[src/rtl/route_demux2.sv]
// route_demux2: steers one input stream into two independent output channels.
// Define ROUTE_DEMUX2_SKID_EN for 2-entry channel FIFOs; default is 1-entry registers.
module route_demux2 #(
    parameter int unsigned DATA_W = 32
) (
    input  logic              clk,
    input  logic              rst_n,
    input  logic [DATA_W-1:0] in_data,
    input  logic              in_sel,
    input  logic              in_valid,
    output logic              in_ready,
    output logic [DATA_W-1:0] out1_data,
    output logic              out1_valid,
    input  logic              out1_ready,
    output logic [DATA_W-1:0] out2_data,
    output logic              out2_valid,
    input  logic              out2_ready,
    output logic              busy
);

    // Holds in_ready low until the first clock edge after reset release.
    logic rdy_en_q;
    logic rdy_en_d;

    logic [1:0]             out_rdy;
    logic [1:0]             push;
    logic [1:0]             pop;
    logic [1:0]             ch_valid;
    logic [1:0][DATA_W-1:0] head;

    assign out_rdy = {out2_ready, out1_ready};
    assign rdy_en_d = 1'b1;

    assign push[0] = in_valid & in_ready & ~in_sel;
    assign push[1] = in_valid & in_ready & in_sel;
    assign pop     = ch_valid & out_rdy;

    always_ff @(posedge clk or negedge rst_n) begin
        if (!rst_n) begin
            rdy_en_q <= 1'b0;
        end else begin
            rdy_en_q <= rdy_en_d;
        end
    end

`ifdef ROUTE_DEMUX2_SKID_EN

    logic [1:0][1:0][DATA_W-1:0] mem_q;
    logic [1:0][1:0][DATA_W-1:0] mem_d;
    logic [1:0]                  wr_ptr_q;
    logic [1:0]                  wr_ptr_d;
    logic [1:0]                  rd_ptr_q;
    logic [1:0]                  rd_ptr_d;
    logic [1:0][1:0]             cnt_q;
    logic [1:0][1:0]             cnt_d;

    // Registered occupancy only: no path from outk_ready to in_ready.
    assign in_ready = rdy_en_q & (cnt_q[in_sel] != 2'd2);

    always_comb begin
        mem_d    = mem_q;
        wr_ptr_d = wr_ptr_q;
        rd_ptr_d = rd_ptr_q;
        cnt_d    = cnt_q;
        for (int unsigned k = 0; k < 2; k++) begin
            if (push[k]) begin
                mem_d[k][wr_ptr_q[k]] = in_data;
                wr_ptr_d[k]           = ~wr_ptr_q[k];
            end
            if (pop[k]) begin
                rd_ptr_d[k] = ~rd_ptr_q[k];
            end
            cnt_d[k] = cnt_q[k] + {1'b0, push[k]} - {1'b0, pop[k]};
        end
    end

    always_comb begin
        ch_valid = '0;
        head     = '0;
        for (int unsigned k = 0; k < 2; k++) begin
            ch_valid[k] = (cnt_q[k] != 2'd0);
            head[k]     = mem_q[k][rd_ptr_q[k]];
        end
    end

    always_ff @(posedge clk or negedge rst_n) begin
        if (!rst_n) begin
            mem_q    <= '0;
            wr_ptr_q <= '0;
            rd_ptr_q <= '0;
            cnt_q    <= '0;
        end else begin
            mem_q    <= mem_d;
            wr_ptr_q <= wr_ptr_d;
            rd_ptr_q <= rd_ptr_d;
            cnt_q    <= cnt_d;
        end
    end

`else

    logic [1:0]             vld_q;
    logic [1:0]             vld_d;
    logic [1:0][DATA_W-1:0] dat_q;
    logic [1:0][DATA_W-1:0] dat_d;

    // A full channel still accepts when its consumer drains it this cycle.
    assign in_ready = rdy_en_q & (~vld_q[in_sel] | out_rdy[in_sel]);

    always_comb begin
        vld_d = vld_q;
        dat_d = dat_q;
        for (int unsigned k = 0; k < 2; k++) begin
            vld_d[k] = push[k] | (vld_q[k] & ~pop[k]);
            if (push[k]) begin
                dat_d[k] = in_data;
            end
        end
    end

    assign ch_valid = vld_q;
    assign head     = dat_q;

    always_ff @(posedge clk or negedge rst_n) begin
        if (!rst_n) begin
            vld_q <= '0;
            dat_q <= '0;
        end else begin
            vld_q <= vld_d;
            dat_q <= dat_d;
        end
    end

`endif

    assign out1_valid = ch_valid[0];
    assign out2_valid = ch_valid[1];
    assign out1_data  = head[0];
    assign out2_data  = head[1];
    assign busy       = |ch_valid;

endmodule

[config.mk]
export PLATFORM = sky130hd
export DESIGN_NAME = route_demux2
export DESIGN_NICKNAME = d
export VERILOG_FILES = /design/src/rtl/route_demux2.sv
export SDC_FILE = /design/constraint.sdc
export NUM_CORES = 1
export LEC_CHECK = 0
export CORE_ASPECT_RATIO = 2
export CORE_UTILIZATION = 24
export CTS_CLUSTER_SIZE = 25
export DETAILED_ROUTE_END_ITERATION = 10
export SKIP_LAST_GASP = 1
export SYNTH_ARGS = -nofsm -noshare
export SYNTH_HDL_FRONTEND = slang
export SYNTH_SLANG_ARGS = --single-unit
[constraint.sdc]
create_clock -name clk -period 1.32 [get_ports clk]
set_input_delay 0.33 -clock clk [delete_from_list [all_inputs] [get_ports clk]]
set_output_delay 0.33 -clock clk [all_outputs]
set_load 0.03 [all_outputs]
=== After elaboration in Yosys (flattened, before gate mapping) ===
Cells that the tools add are included.

* Latch bits: 0
* Logic and storage cells: 24
* Output and inout port bits: 68
* RAM bits: 0
* ROM bits: 0
* Memories kept: 0
* Bits of input ports: 38
* Register bits: 67

* Magnitude comparators: 1
* $mul: 0
* Equality and inequality tests: 0
* Bitwise operators: 14
* Divide/modulo/power cells: 0
* Multiplexer cells: 4
* Reductions and logical operators: 1
* Shifts and indexed selects: 0
* $add $sub $neg: 0

{| class="wikitable"
|+ Operators with widths
! kind !! count
|-
| $and 1x1->1 || 6
|-
| $mux 1 || 4
|-
| $not 1->1 || 4
|-
| $or 1x1->1 || 3
|-
| $and 2x2->2 || 1
|-
| $lt 1x2->1 const B || 1
|-
| $reduce_or 2->1 || 1
|}

=== Logic depth before layout (Yosys ltp) ===
Gate-level depths: netlist (run 1).

* Depth in word-level cells: 8
* Depth in mapped cells: 5
* Depth with buffers taken out: 3

=== Worst setup path before layout (run 1) ===
OpenSTA, ideal clock, no wires.

* Path type: register -> register
* Start point: reg vld_q[0] (netlist: ch_valid[0])
* End point: reg dat_q (netlist bit out1_data[0])
* Library setup time: 0.125 ns
* Path slack: -0.236 ns
* Cell stages (with the launch flop): 5
* Buffers on the path: 1
* Required time: 1.195 ns
* Clock period less this slack: 1.556 ns
* Arrival: 1.431 ns
* Cell sequence: dfrtp_1 -> nand2b_1 -> nor3b_4 -> buf_6 -> mux2_2

* Longest elaborated chain between the ends: 7

{| class="wikitable"
|+ Ends and longest elaborated chain
! element !! line !! text
|-
| start, declared || 102 || <nowiki>logic [1:0] vld_q;</nowiki>
|-
| start signal, assigned || 129 || <nowiki>vld_q <= vld_d;</nowiki>
|-
| $mux 1 (not written as such) (2 in series) || 108 || <nowiki>assign in_ready = rdy_en_q & (~vld_q[in_sel] | out_rdy[in_sel]);</nowiki>
|-
| $not 1->1 || 108 ||
|-
| $or 1x1->1 || 108 ||
|-
| $and 1x1->1 || 108 ||
|-
| $and 1x1->1 (2 in series) || 34 || <nowiki>assign push[0] = in_valid & in_ready & ~in_sel;</nowiki>
|-
| end signal, assigned || 130 || <nowiki>dat_q <= dat_d;</nowiki>
|-
| end, declared || 104 || <nowiki>logic [1:0][DATA_W-1:0] dat_q;</nowiki>
|}

No other way between the ends. The select of a mux whose other input is x is not followed.
A chain may end at the register's enable or synchronous reset.

=== Worst setup path in the final report (run 1) ===
* Start point: reg vld_q[0] (netlist: ch_valid[0])
* End point: reg dat_q (netlist bit out1_data[31])

The elaborated chain is that of the path after synthesis.

==> results of run 1 <==
-- cells in the final DEF (no fill, tap or decap), types with 2 or more instances in the layout --
master,count
buf_12,9
buf_4,69
buf_6,9
buf_8,2
clkbuf_1,2
clkbuf_16,11
clkdlybuf4s50_1,33
clkinv_2,3
clkinvlp_4,2
dfrtp_1,65
dfrtp_2,2
dlygate4sd2_1,3
mux2_2,12
mux2_4,52
nand2_1,2
nand2b_4,2
-- worst min path at each step --
stage,start,to,cells after the start
after global placement,rst_n,rdy_en_q$_DFF_PN0_,2
final,rst_n,out1_data[10]$_DFFE_PN0P_,2
after detailed placement,rst_n,rdy_en_q$_DFF_PN0_,2
after CTS,rst_n,rdy_en_q$_DFF_PN0_,2
after floorplan,rst_n,ch_valid[0]$_DFF_PN0_,0
after global routing,rst_n,out1_data[2]$_DFFE_PN0P_,2
-- metrics by stage --
step                      cells  hold slack [ns]
after floorplan             150          0.03441
after global placement      398           0.3788
after detailed placement    398           0.3793
after CTS                   424          0.02763
after global routing        427          0.03944
final                       427         0.008575
-- cell families (layout without fill, tap and decap cells) --
kind of cell	Yosys count	count (layout)	synth area share, %
other cells	1	1	0.1392
mux	64	64	30.93
simple gates	9	9	2.369
compound gates	2	2	0.5572
flops	67	67	62.24
buf+inv	7	144	3.762
-- where the power goes --
group	switching, mW	total, mW	internal, mW
registers	0.250	2.73	2.48
logic	1.34	2.58	1.24
clock network	0.861	2.12	1.26
-- layout make-up --
cell class / instances / share of cell area, %
multi-input combinational: 76 / 23.40
clock inverter: 5 / 0.6849
sequential: 67 / 38.30
clock buffer: 11 / 5.308
timing repair buffer: 128 / 28.31
tap: 140 / 3.995
-- sequential cells by signal, indices dropped and copies added, names as in the netlist --
register and count:
rdy_en_q 1, ch_valid 2, out1_data 32, out2_data 32
-- layer usage --
layer  vias up  track usage (%)
li1        785                -
met1       900            11.70
met2        62            23.13
met3        13            2.162
met4         0            10.16
met5         -                0
-- worst max-delay path: cells and delay by family (launching register included) --
kind,cells,cell delay [ns]
multiplexers,1,0.34
AND/OR/NAND/NOR,2,0.28
flip-flops,1,0.40
buffers and inverters,4,0.52
-- cell usage after synthesis, drive strengths merged --
cell    count
o211a       1
conb        1
nor3b       1
o21ai       1
nand2b      2
nand2       2
nand3b      1
buf         7
or2         1
nand3       1
mux2       64
dfrtp      67
nor2b       1
-- what timing repair did --
item / CTS / global route
cloned: 3 / 3
endpoints found under the hold margin: 0 / 0
setup buffers: 7 / 6
setup endpoints to repair: 68 / 68
resized for setup: 35 / 27
pin swaps: 2 / 1
==> flow_metrics.py, run 1 <==
metrics = {
    "clocking": {
        "cts_buffers": 9,
        "worstSkewPairLatency_ns": 0.33,
        "clock-sinks": 67,
        "cts_root_buffer": "clkbuf_16",
        "clk_pin_slew_worst_paths_ns": 0.06,
        "htree_num_levels": 3,
        "cts_tree": "done",
        "ctsHoldBuffers": 0,
        "clockBufferDepth": 2,
    },
    "floorplanning": {
        "core_area_um2": 10950,
        "fp.dieArea_um2": 11680,
        "die_w_um": 76.92,
        "start_util_pct": 24.61,
        "io_pins": 106,
        "die_y_um": 151.8,
        "row_count": 54,
    },
    "placed_design": {
        "placed_area_um2": 3769,
        "gp_congestion": 0.7528,
        "dp_hpwl_um": 4416,
        "io_buffers": 105,
        "preCtsSetupSlack_ns": -0.5695,
    },
    "final_layout": {
        "final_area_um2": 4384,
        "nFillCells": 1055,
        "fin_util_pct": 40.05,
        "synthToLayoutAreaGrowth_pct": 62.75,
        "drive_above_1_share_pct": 62.02,
        "num-nets-final": 320,
        "insertedDiodeCount": 0,
        "final-seq-area_um2": 1679,
        "multi_input_area_um2": 1026,
    },
    "sta": {
        "hold_viol_final": 0,
        "final.min_clock_period_ns": 1.650,
        "skew_ns": 0.004142,
        "fin_setup_tns_ns": -14.87,
        "drv_slew": 0,
        "max_freq_mhz": 605.9,
        "rsz0062_at_grt": "true",
        "finalSetupViolCount": 68,
        "fin_crit_sh_pct": 125.0,
        "fin_ws_ns": -0.3303,
    },
    "route": {
        "viasPerCell": 4.122,
        "top_layer": "met4",
        "wl_met2_um": 4270,
        "drc": 0,
        "totalWireLength_um": 7213,
        "vias": 1760,
        "wl_met1_um": 2479,
        "drtIter0Drc": 22,
        "ant_nets": 0,
        "wl_met3_um": 209,
        "dr.pass1.iters": 4,
        "detail_route.wl_per_cell_um": 16.89,
    },
    "pwr": {
        "ir_drop_mv": 0.7775,
        "total_power_mw": 7.435,
        "p_leak_nw": 2.038,
        "powerDensity_nw_per_um2": 1696,
    },
    "critical_path": {
        "rr_startpoint": "ch_valid[0]$_DFF_PN0_",
        "r2r-end": "out1_data[31]$_DFFE_PN0P_",
        "worstRegToRegCells": 7,
        "critPathLaunchType": "register",
        "crit_arrival_ns": 1.86,
        "cp-endpoint": "out1_data[31]$_DFFE_PN0P_",
        "path_cells": "buf_6, nand2b_4, buf_6, nor3b_4, buf_12, buf_8, mux2_2",
        "r2r_setup_slack_ns": -0.33,
        "critical_path.max_stage_delay_ns": 0.40,
        "cp_max_fo": 6,
        "end_kind": "register",
        "slowest_stage": "dfrtp_2",
        "crit_path_frequent_cell": "buf_6",
        "cp.required_ns": 1.53,
        "critical_path.startpoint": "ch_valid[0]$_DFF_PN0_",
        "criticalPathCategory": "reg2reg",
    },
    "outcome": {
        "status": "finished, violations left",
        "failed_checks": "setup timing",
    },
    "global_route": {
        "grt_pass1_wl_um": 10700,
        "overflow": 0,
        "grt_max_degree": 68,
        "first_global_vias": 1997,
        "antenna_found_initial": 0,
        "grt_usage_pct": 12.54,
    },
    "hold_path": {
        "hold_path.class": "in2async",
    },
    "logic_synthesis": {
        "synthTopCellsByArea": "dfrtp_1 (62%), mux2_4 (17%), mux2_2 (14%), buf_12 (2.2%), buf_6 (1.3%)",
        "ys_seq_area_share_pct": 62.24,
        "syn-cell-area_um2": 2694,
        "syn_avg_cell_area_um2": 17.96,
        "synth_fp_nets": 188,
        "syn_inst": 150,
        "ys_types": 16,
        "synth_seq_cells": 67,
        "yosys_warnings": 0,
        "synth_largest_area_cell": "dfrtp_1",
        "yosysTopAreaCellShare_pct": 62.24,
    },
    "run": {
        "drv_cap": 0,
    },
}
(Power assumes the default switching activity.)
==> inputs of run 2 (changes only) <==
Settings changed: CORE_UTILIZATION 24 to 40, CTS_BUF_LIST set to sky130_fd_sc_hd__clkbuf_8, CTS_CLUSTER_DIAMETER set to 100, PLACE_DENSITY set to 0.77.
==> run 2 against run 1 <==
  * The flow still finishes with violations (setup timing)
  * Fmax is 2.0% lower
  * Clock skew hardly changed
  * Flip-flop and latch count stayed put
  * Highest routed layer unchanged
  * Routed wire length is 7.3% lower
  * Core utilization is 25 points higher
==> flow_metrics.py, run 2 (synthesis results as in run 1) <==
metrics = {
    "run": {
        "drv_cap": 0,
    },
    "critical_path": {
        "criticalPathCategory": "in2out",
        "cp_max_fo": 2,
        "critPathLaunchType": "input pin",
        "end_kind": "output pin",
        "cp.required_ns": 0.99,
        "crit_arrival_ns": 1.35,
    },
    "final_layout": {
        "insertedDiodeCount": 0,
        "synthToLayoutAreaGrowth_pct": 58.80,
        "num-nets-final": 322,
        "drive_above_1_share_pct": 62.63,
        "final_common_cell": "buf_4",
        "final_cell_mix": "buf_4 (69), dfrtp_1 (65), mux2_4 (64)",
    },
    "route": {
        "vias": 1762,
        "dr.pass1.iters": 4,
        "detail_route.wl_per_cell_um": 17.74,
        "ant_nets": 0,
        "viasPerCell": 4.674,
        "drtIter0Drc": 57,
        "drc": 0,
        "totalWireLength_um": 6687,
    },
    "pwr": {
        "ir_drop_mv": 0.8890,
        "powerDensity_nw_per_um2": 1610,
        "p_leak_nw": 2.049,
    },
    "floorplanning": {
        "start_util_pct": 41.01,
        "fp.dieArea_um2": 7087,
        "die_w_um": 60.03,
        "core_area_um2": 6569,
        "row_count": 42,
        "die_y_um": 118.1,
        "io_pins": 106,
    },
    "clocking": {
        "clockBufferDepth": 2,
        "clk_pin_slew_worst_paths_ns": 0.07,
        "clock-sinks": 67,
        "worstSkewPairLatency_ns": 0.34,
        "htree_num_levels": 3,
        "cts_buffers": 9,
        "cts_root_buffer": "clkbuf_8",
        "cts_tree": "done",
    },
    "global_route": {
        "overflow": 0,
        "grt_usage_pct": 19.52,
        "antenna_found_initial": 0,
        "first_global_vias": 1904,
        "grt_pass1_wl_um": 9839,
        "grt_max_degree": 42,
    },
    "sta": {
        "skew_ns": 0.004476,
        "fin_setup_tns_ns": -14.82,
        "final.min_clock_period_ns": 1.684,
        "max_freq_mhz": 593.7,
        "drv_slew": 0,
        "finalSetupViolCount": 68,
        "rsz0062_at_grt": "true",
        "hold_viol_final": 0,
        "fin_crit_sh_pct": 127.6,
        "fin_ws_ns": -0.3643,
    },
    "placed_design": {
        "io_buffers": 105,
        "preCtsSetupSlack_ns": -0.5980,
        "gp_congestion": 0.7895,
        "dp_hpwl_um": 4281,
    },
    "outcome": {
        "failed_checks": "setup timing",
        "status": "finished, violations left",
    },
    "hold_path": {
        "hold_path.class": "in2async",
    },
}
run 2: cell types whose count changed in the layout (fill, tap and decap cells not counted), sizes merged:
cell and change:
clkdlybuf4s50 +2, dlygate4sd2 -2, clkinvlp -1, dlygate4sd3 +1
clkinv +1, buf +1
run 2: through the flow:
step                      area (um^2)  instances  hold slack [ns]  total power, mW  utilization, %
after CTS                        4116        374           0.3710            6.816           62.67
after global placement           3719        348           0.2084            5.121           56.61
after global routing             4278        377           0.4038            7.180           65.12
after floorplan                  2696        150          0.03441            4.146               -
final                            4278        377           0.3925            6.886           65.12
after detailed placement         3719        348           0.2127            5.168           56.61
run 2: layer usage:
| metal | vias to the layer above | GRT usage, % | wire length, um |
|---|---|---|---|
| met5 | - | 0 | 0 |
| li1 | 788 | - | - |
| met3 | 10 | 4.945 | 224 |
| met4 | 0 | 9.884 | 130 |
| met1 | 902 | 20.34 | 2487 |
| met2 | 62 | 34.17 | 3846 |
run 2: area by class of cell:
class	instances	area [um^2]
Fill cell	508	2291
Sequential cell	67	1679
Timing Repair Buffer	130	1239
Multi-Input combinational cell	76	1071
Clock buffer	11	151.4
Tap cell	88	110.1
Clock inverter	5	27.53
run 2: critical path, cell delays in order:
cell,delay [ns]
clkdlybuf4s50_1,0.40
nand2b_4,0.15
buf_6,0.11
o211a_1,0.22
buf_6,0.14
run 2: final timing paths:
kind | slack (ns) | start | depth (start not counted) | end
max | -0.36 | out1_ready | 5 | in_ready
min | 0.39 | rst_n | 2 | out2_data[22]$_DFFE_PN0P_
max reg2reg | -0.30 | ch_valid[0]$_DFF_PN0_ | 7 | out1_data[18]$_DFFE_PN0P_
min reg2reg | 0.51 | out1_data[3]$_DFFE_PN0P_ | 1 | out1_data[3]$_DFFE_PN0P_
max in group asynchronous | 0.40 | rst_n | 3 | out1_data[27]$_DFFE_PN0P_
min in group clk | 0.45 | in_sel | 3 | ch_valid[1]$_DFF_PN0_
run 2: what timing repair did:
item,CTS,global route
resized for setup,31,41
pin swaps,1,1
buffers inserted,7,4
hold buffers,1,0
endpoints found under the hold margin,8,0
gates cloned,2,3
setup endpoints to repair,68,68
run 2: report_power, final:
group | internal, mW | total (mW) | switching, mW
clock | 0.769 | 1.52 | 0.748
sequential | 2.48 | 2.73 | 0.256
combinational | 1.28 | 2.63 | 1.35
total | 4.53 | 6.89 | 2.35
